[src/rtl/mem_access_unit_if.sv]
// Word-wide request/acknowledge memory bus between the load/store unit and memory.
interface mem_access_unit_if;
  logic        bus_req;
  logic        bus_we;
  logic [31:0] bus_addr;
  logic [3:0]  bus_be;
  logic [31:0] bus_wdata;
  logic [31:0] bus_rdata;
  logic        bus_ack;

  modport master (
    output bus_req, bus_we, bus_addr, bus_be, bus_wdata,
    input  bus_rdata, bus_ack
  );

  modport slave (
    input  bus_req, bus_we, bus_addr, bus_be, bus_wdata,
    output bus_rdata, bus_ack
  );
endinterface

[src/rtl/mem_access_unit.sv]
// Sequential load/store controller: one bus transaction per memory instruction,
// stalls the core while outstanding, returns extended load data, flags faults.
module mem_access_unit #(
  parameter int TIMEOUT = 16
) (
  input  logic        clk,
  input  logic        rst_n,
  input  logic        mem_en,
  input  logic        MemRW,
  input  logic [1:0]  DataWSel,
  input  logic [2:0]  DataRSel,
  input  logic [31:0] addr,
  input  logic [31:0] wdata,
  output logic        stall,
  output logic [31:0] rdata,
  output logic        fault,
  output logic [1:0]  err_code,
  mem_access_unit_if.master bus
);

  localparam int NUM_LANES = 4;
  localparam int VEC_W     = 8;
  localparam int TW        = (TIMEOUT < 2) ? 1 : $clog2(TIMEOUT);
  localparam logic [TW-1:0] TLAST = TW'((TIMEOUT == 0) ? 0 : TIMEOUT - 1);

  typedef enum logic [1:0] {IDLE, BUSY, DONE, ERR} state_t;
  typedef enum logic [1:0] {SZ_BYTE, SZ_HALF, SZ_WORD} size_t;

  typedef struct packed {
    logic       we;
    logic [2:0] rsel;
    logic [1:0] lo;
  } req_t;

  state_t  state;
  req_t    req_q;
  logic [TW-1:0] tcnt;

  size_t   req_size;
  logic    misaligned;
  logic [NUM_LANES-1:0]            lane_be;
  logic [NUM_LANES-1:0][VEC_W-1:0] lane_wd;
  logic [31:0] shifted;
  logic [31:0] ld_ext;

  // Access size comes from the store selector for stores, the load selector for loads.
  always_comb begin
    req_size = SZ_WORD;
    if (MemRW) begin
      unique case (DataWSel)
        2'b01:   req_size = SZ_BYTE;
        2'b11:   req_size = SZ_HALF;
        default: req_size = SZ_WORD;
      endcase
    end else begin
      unique case (DataRSel)
        3'b001, 3'b011: req_size = SZ_BYTE;
        3'b010, 3'b100: req_size = SZ_HALF;
        default:        req_size = SZ_WORD;
      endcase
    end
  end

  assign misaligned = ((req_size == SZ_HALF) && addr[0]) ||
                      ((req_size == SZ_WORD) && (addr[1:0] != 2'b00));

  // Each lane picks its enable and the store byte that replicates onto it.
  for (genvar i = 0; i < NUM_LANES; i++) begin : g_lane
    localparam logic [1:0] LI = 2'(i);
    assign lane_be[i] = (req_size == SZ_BYTE) ? (addr[1:0] == LI) :
                        (req_size == SZ_HALF) ? (addr[1] == LI[1]) : 1'b1;
    assign lane_wd[i] = (req_size == SZ_BYTE) ? wdata[7:0] :
                        (req_size == SZ_HALF) ? wdata[VEC_W*(i%2) +: VEC_W] :
                                                wdata[VEC_W*i +: VEC_W];
  end

  assign shifted = bus.bus_rdata >> {req_q.lo, 3'b000};

  always_comb begin
    ld_ext = shifted;
    unique case (req_q.rsel)
      3'b001:  ld_ext = {{24{shifted[7]}},  shifted[7:0]};
      3'b010:  ld_ext = {{16{shifted[15]}}, shifted[15:0]};
      3'b011:  ld_ext = {24'b0, shifted[7:0]};
      3'b100:  ld_ext = {16'b0, shifted[15:0]};
      default: ld_ext = shifted;
    endcase
  end

  // DONE/ERR must not stall so the instruction retires or traps that cycle.
  assign stall = ((state == IDLE) && mem_en) || (state == BUSY);

  always_ff @(posedge clk or negedge rst_n) begin
    if (!rst_n) begin
      state         <= IDLE;
      req_q         <= '0;
      tcnt          <= '0;
      rdata         <= '0;
      fault         <= 1'b0;
      err_code      <= 2'b00;
      bus.bus_req   <= 1'b0;
      bus.bus_we    <= 1'b0;
      bus.bus_addr  <= '0;
      bus.bus_be    <= '0;
      bus.bus_wdata <= '0;
    end else begin
      unique case (state)
        IDLE: begin
          if (mem_en) begin
            if (misaligned) begin
              state    <= ERR;
              fault    <= 1'b1;
              err_code <= 2'b01;
            end else begin
              state         <= BUSY;
              tcnt          <= '0;
              req_q         <= '{we: MemRW, rsel: DataRSel, lo: addr[1:0]};
              bus.bus_req   <= 1'b1;
              bus.bus_we    <= MemRW;
              bus.bus_addr  <= {addr[31:2], 2'b00};
              bus.bus_be    <= lane_be;
              bus.bus_wdata <= lane_wd;
            end
          end
        end
        BUSY: begin
          // Ack is checked first so an ack on the last allowed cycle still completes.
          if (bus.bus_ack) begin
            state       <= DONE;
            bus.bus_req <= 1'b0;
            if (!req_q.we) rdata <= ld_ext;
          end else if ((TIMEOUT != 0) && (tcnt == TLAST)) begin
            state       <= ERR;
            bus.bus_req <= 1'b0;
            fault       <= 1'b1;
            err_code    <= 2'b10;
          end else begin
            tcnt <= tcnt + 1'b1;
          end
        end
        DONE: state <= IDLE;
        ERR: begin
          state    <= IDLE;
          fault    <= 1'b0;
          err_code <= 2'b00;
        end
        default: state <= IDLE;
      endcase
    end
  end

endmodule

[src/flat_wrapper.sv]
// flat-port wrapper written by rule: the top's interface ports become plain ports
module mem_access_unit_flat 
#(
  parameter int TIMEOUT = 16
)
  (clk, rst_n, mem_en, MemRW, DataWSel, DataRSel, addr, wdata, stall, rdata, fault, err_code, bus_bus_req, bus_bus_we, bus_bus_addr, bus_bus_be, bus_bus_wdata, bus_bus_rdata, bus_bus_ack);
  mem_access_unit_if bus_i ();
  input  logic clk;
  input  logic rst_n;
  input  logic mem_en;
  input  logic MemRW;
  input  logic [1:0] DataWSel;
  input  logic [2:0] DataRSel;
  input  logic [31:0] addr;
  input  logic [31:0] wdata;
  output logic stall;
  output logic [31:0] rdata;
  output logic fault;
  output logic [1:0] err_code;
  output wire logic [$bits(bus_i.bus_req)-1:0] bus_bus_req;
  output wire logic [$bits(bus_i.bus_we)-1:0] bus_bus_we;
  output wire logic [$bits(bus_i.bus_addr)-1:0] bus_bus_addr;
  output wire logic [$bits(bus_i.bus_be)-1:0] bus_bus_be;
  output wire logic [$bits(bus_i.bus_wdata)-1:0] bus_bus_wdata;
  input wire logic [$bits(bus_i.bus_rdata)-1:0] bus_bus_rdata;
  input wire logic [$bits(bus_i.bus_ack)-1:0] bus_bus_ack;
  assign bus_bus_req = bus_i.bus_req;
  assign bus_bus_we = bus_i.bus_we;
  assign bus_bus_addr = bus_i.bus_addr;
  assign bus_bus_be = bus_i.bus_be;
  assign bus_bus_wdata = bus_i.bus_wdata;
  assign bus_i.bus_rdata = bus_bus_rdata;
  assign bus_i.bus_ack = bus_bus_ack;
  mem_access_unit #(.TIMEOUT(TIMEOUT)) u_core (.clk(clk), .rst_n(rst_n), .mem_en(mem_en), .MemRW(MemRW), .DataWSel(DataWSel), .DataRSel(DataRSel), .addr(addr), .wdata(wdata), .stall(stall), .rdata(rdata), .fault(fault), .err_code(err_code), .bus(bus_i));
endmodule
[config.mk]
export PLATFORM = sky130hd
export DESIGN_NAME = mem_access_unit_flat
export DESIGN_NICKNAME = d
export VERILOG_FILES = /design/src/rtl/mem_access_unit_if.sv /design/src/rtl/mem_access_unit.sv /design/src/flat_wrapper.sv
export SDC_FILE = /design/constraint.sdc
export NUM_CORES = 1
export LEC_CHECK = 0
export ABC_AREA = 1
export BUFFER_PORTS_ARGS = -buffer_cell sky130_fd_sc_hd__buf_2
export CORE_ASPECT_RATIO = 1.25
export CORE_MARGIN = 1
export CORE_UTILIZATION = 49
export CTS_CLUSTER_DIAMETER = 40
export DETAILED_ROUTE_END_ITERATION = 8
export HOLD_SLACK_MARGIN = 0.15
export PLACE_DENSITY = 0.8
export SLEW_MARGIN = 5
export SYNTH_ARGS = -nofsm -noshare
export SYNTH_HDL_FRONTEND = slang
export SYNTH_SLANG_ARGS = --single-unit
[constraint.sdc]
create_clock -name clk -period 2.15 [get_ports clk]
set_input_delay 0.43 -clock clk [delete_from_list [all_inputs] [get_ports clk]]
set_output_delay 0.43 -clock clk [all_outputs]
set_load 0.02 [all_outputs]
==> flow_summary_export.csv <==
group,metric,value,unit
yosys,synth_ff_type,"dfrtp_1",
worst_setup_path,crit_start,"u_core.state[1]$_DFFE_PN0P_",
routing,drt_iter0_drc,273,
clocking,cts_num_sinks,114,
worst_setup_path,cp-end-kind,"output pin",
yosys,yosys_register_bits,114,
global_route,grt_start_max_net_pins,52,
timing,tns,0,ns
global_route,grt_first_pass_wirelength,24600,um
hold_path,worstHoldStart,"addr[23]",
yosys,synthArstFlopShare,1.00,
worst_setup_path,required,1.72,ns
floorplanning,die_w,96.7,um
routing,vias_per_cell,5.08,
worst_setup_path,crit_arrival,1.45,ns
outcome,status,"complete, no violations",
timing,hold_ws,0.202,ns
floorplanning,fp.dieH,120,um
hold_path,hp-class,"primary input to flip-flop",
power_and_ir_drop,power_density,1560,nW/um2
placed_design,pre_cts_slack,0.255,ns
power_and_ir_drop,vdd.ir_drop.worst,859,uV
yosys,ys_seq_area_frac,0.519,
final_layout,mostFrequentLayoutCell,"nand2_1",
floorplanning,core,10800,um2
clocking,insertion_delay,0.42,ns
timing,fin_crit,1.88,ns
job,cap_violations,0,
yosys,yosys_warnings,0,
worst_setup_path,ff2ff_setup_slack,0.42,ns
worst_setup_path,critPathMaxStageDelay,0.43,ns
routing,route.detailed.drc,0,
placed_design,place_hpwl,11000,um
timing,rsz0062_at_grt,"no",
worst_setup_path,path_buf_inv,1,
final_layout,stdcell_count,1075,
timing,period_share,0.876,
yosys,synth_enable_flop_cells,0,
clocking,cts.clk_slew.worst_paths,0.06,ns
final_layout,design_area,7280,um2
floorplanning,ioPinCount,212,
timing,max_freq,531,MHz
yosys,syn_area,5490,um2
timing,finClkSkew,0.00695,ns
timing,max_slew_margin,0.632,
yosys,synthDistinctLibCells,34,
clocking,cts_tree,"yes",
worst_setup_path,crit_fanout,4,
final_layout,num-fill-cells,936,
power_and_ir_drop,leakagePower,4.14,nW
clocking,htree_num_levels,4,
routing,ant_nets,0,
timing,layout_setup_ws,0.267,ns
power_and_ir_drop,power,11.4,mW
clocking,numCtsBuffers,17,
worst_setup_path,cp_slowest_cell,"dfrtp_1",
clocking,post-cts-setup-buffers,0,
global_route,grt_usage,0.270,
final_layout,syn2layout_area_growth,32.5,%
floorplanning,die_area,11600,um2
routing,maxUsedRoutingLayer,"met4",
timing,tightest_slew,0.551,ns
worst_setup_path,cp_cell_sequence,"or2_2, nand2_1, buf_2",
placed_design,placed_cell_area,6710,um2
final_layout,layout_common_cells,"nand2_1 (340), buf_2 (208), dfrtp_1 (114)",
clocking,post_cts_resized,0,
routing,post_drt_wl_per_cell,14.1,um
global_route,antenna_found_initial,1,
final_layout,final_util,0.676,
routing,postRouteWirelength,15200,um
placed_design,place.gp.congestion,0.871,
timing,setup_viol,0,
worst_setup_path,crit_type,"flip-flop to output pin",
routing,dr_wl_met2,7320,um
final_layout,drive_gt1_frac,0.304,
routing,dr_total_vias,5462,
clocking,cts_buffer_depth,2,
clocking,clock-root-buffer,"clkbuf_16",
yosys,synth_cells,712,
yosys,syn_avg_cell_area,7.72,um2
floorplanning,row_count,42,
final_layout,final_nets,1036,
worst_setup_path,r2r_start,"u_core.state[0]$_DFFE_PN0P_",
routing,firstDrtPassIters,5,
global_route,grt-ovfl-total,0,
worst_setup_path,cpLargestDelayFamily,"simple AND/OR/NAND/NOR gates",
routing,wl_met3,1230,um
timing,final_hold_viol_count,0,
global_route,grt_pass1_vias,5123,
worst_setup_path,worstSetupStartpointType,"flip-flop",
routing,drt-met1-wl,6110,um
floorplanning,start_util,0.510,
placed_design,place_inst,1041,
placed_design,io_buffers,209,
timing,finalMaxSlewViolations,0,
## logic make-up after synthesis
family | count (synthesis) | share of synthesized area
XOR/XNOR | 1 | 0.00159
AND/OR/NAND/NOR | 418 | 0.307
AO/OA/AOI/OAI | 94 | 0.0986
adder cells (fa/ha/maj) | 1 | 0.00228
flip-flops | 114 | 0.519
buffers and inverters | 83 | 0.0701
other | 1 | 0.000683
## cell type report
cell class              instances  area [um2]  area share
well taps                     132         165      0.0227
repair buffers                230        1250       0.171
diodes                          1        2.50    0.000344
multi-input cells             516        2260       0.310
inverters                      50         193      0.0265
clock buffers                  17         425      0.0584
clock inverters                15         135      0.0186
flip-flops and latches        114        2850       0.392
## synthesized netlist by cell type (4+ instances only)
master | n | share of area
inv_2 | 5 | 0.0034
o21ai_1 | 4 | 0.0036
nand2_2 | 4 | 0.0046
o21ai_0 | 32 | 0.029
nand2_1 | 340 | 0.23
dfrtp_1 | 114 | 0.52
nor2_1 | 39 | 0.027
clkbuf_1 | 5 | 0.0034
a21oi_1 | 30 | 0.027
o22ai_1 | 5 | 0.0057
buf_2 | 16 | 0.015
nand3_1 | 22 | 0.020
o211ai_1 | 10 | 0.014
buf_4 | 9 | 0.012
inv_1 | 44 | 0.030
## timing repair
item,CTS,global route
setup endpoints to repair,0,0
endpoints found under the hold margin,36,0
hold buffers,1,0
## worst register-to-register path: stages (launching register included)
cell and delay [ns]:
dfrtp_1 0.40, inv_2 0.09, nor2_4 0.12, inv_2 0.09, nor2_4 0.10, nand2_2 0.15
clkinv_4 0.14, nand2_4 0.12, nor2_8 0.27, a21oi_1 0.12
## state kept, by name (all words and copies together), names as in the netlist
| name | count |
|---|---|
| u_core.tcnt | 4 |
| u_core.err_code | 2 |
| u_core.state | 2 |
| u_core.bus.bus_addr | 30 |
| u_core.fault | 1 |
| u_core.bus.bus_req | 1 |
| u_core.bus.bus_be | 4 |
| u_core.req_q | 6 |
| u_core.bus.bus_wdata | 32 |
| u_core.rdata | 32 |
## final timing paths
check | depth (start not counted) | end
min | 3 | u_core.bus.bus_addr[23]$_DFFE_PN0P_
max | 3 | stall
min in group asynchronous | 2 | u_core.tcnt[2]$_DFFE_PN0P_
max in group asynchronous | 3 | u_core.bus.bus_wdata[20]$_DFFE_PN0P_
min reg2reg | 2 | u_core.bus.bus_addr[20]$_DFFE_PN0P_
max reg2reg | 9 | u_core.rdata[18]$_DFFE_PN0P_
## power by group
part	internal (mW)	switching (mW)
combinational	1.68	3.31
sequential	3.15	0.599
clock	1.59	1.06
total	6.42	4.97
## metal layers
layer  up-vias  global-route usage
met5         -                   0
met4         0               0.142
met3        41              0.0642
met2       265               0.438
met1      2496               0.335
li1       2660                   -
No activity file was read; power rests on OpenSTA's default activity.
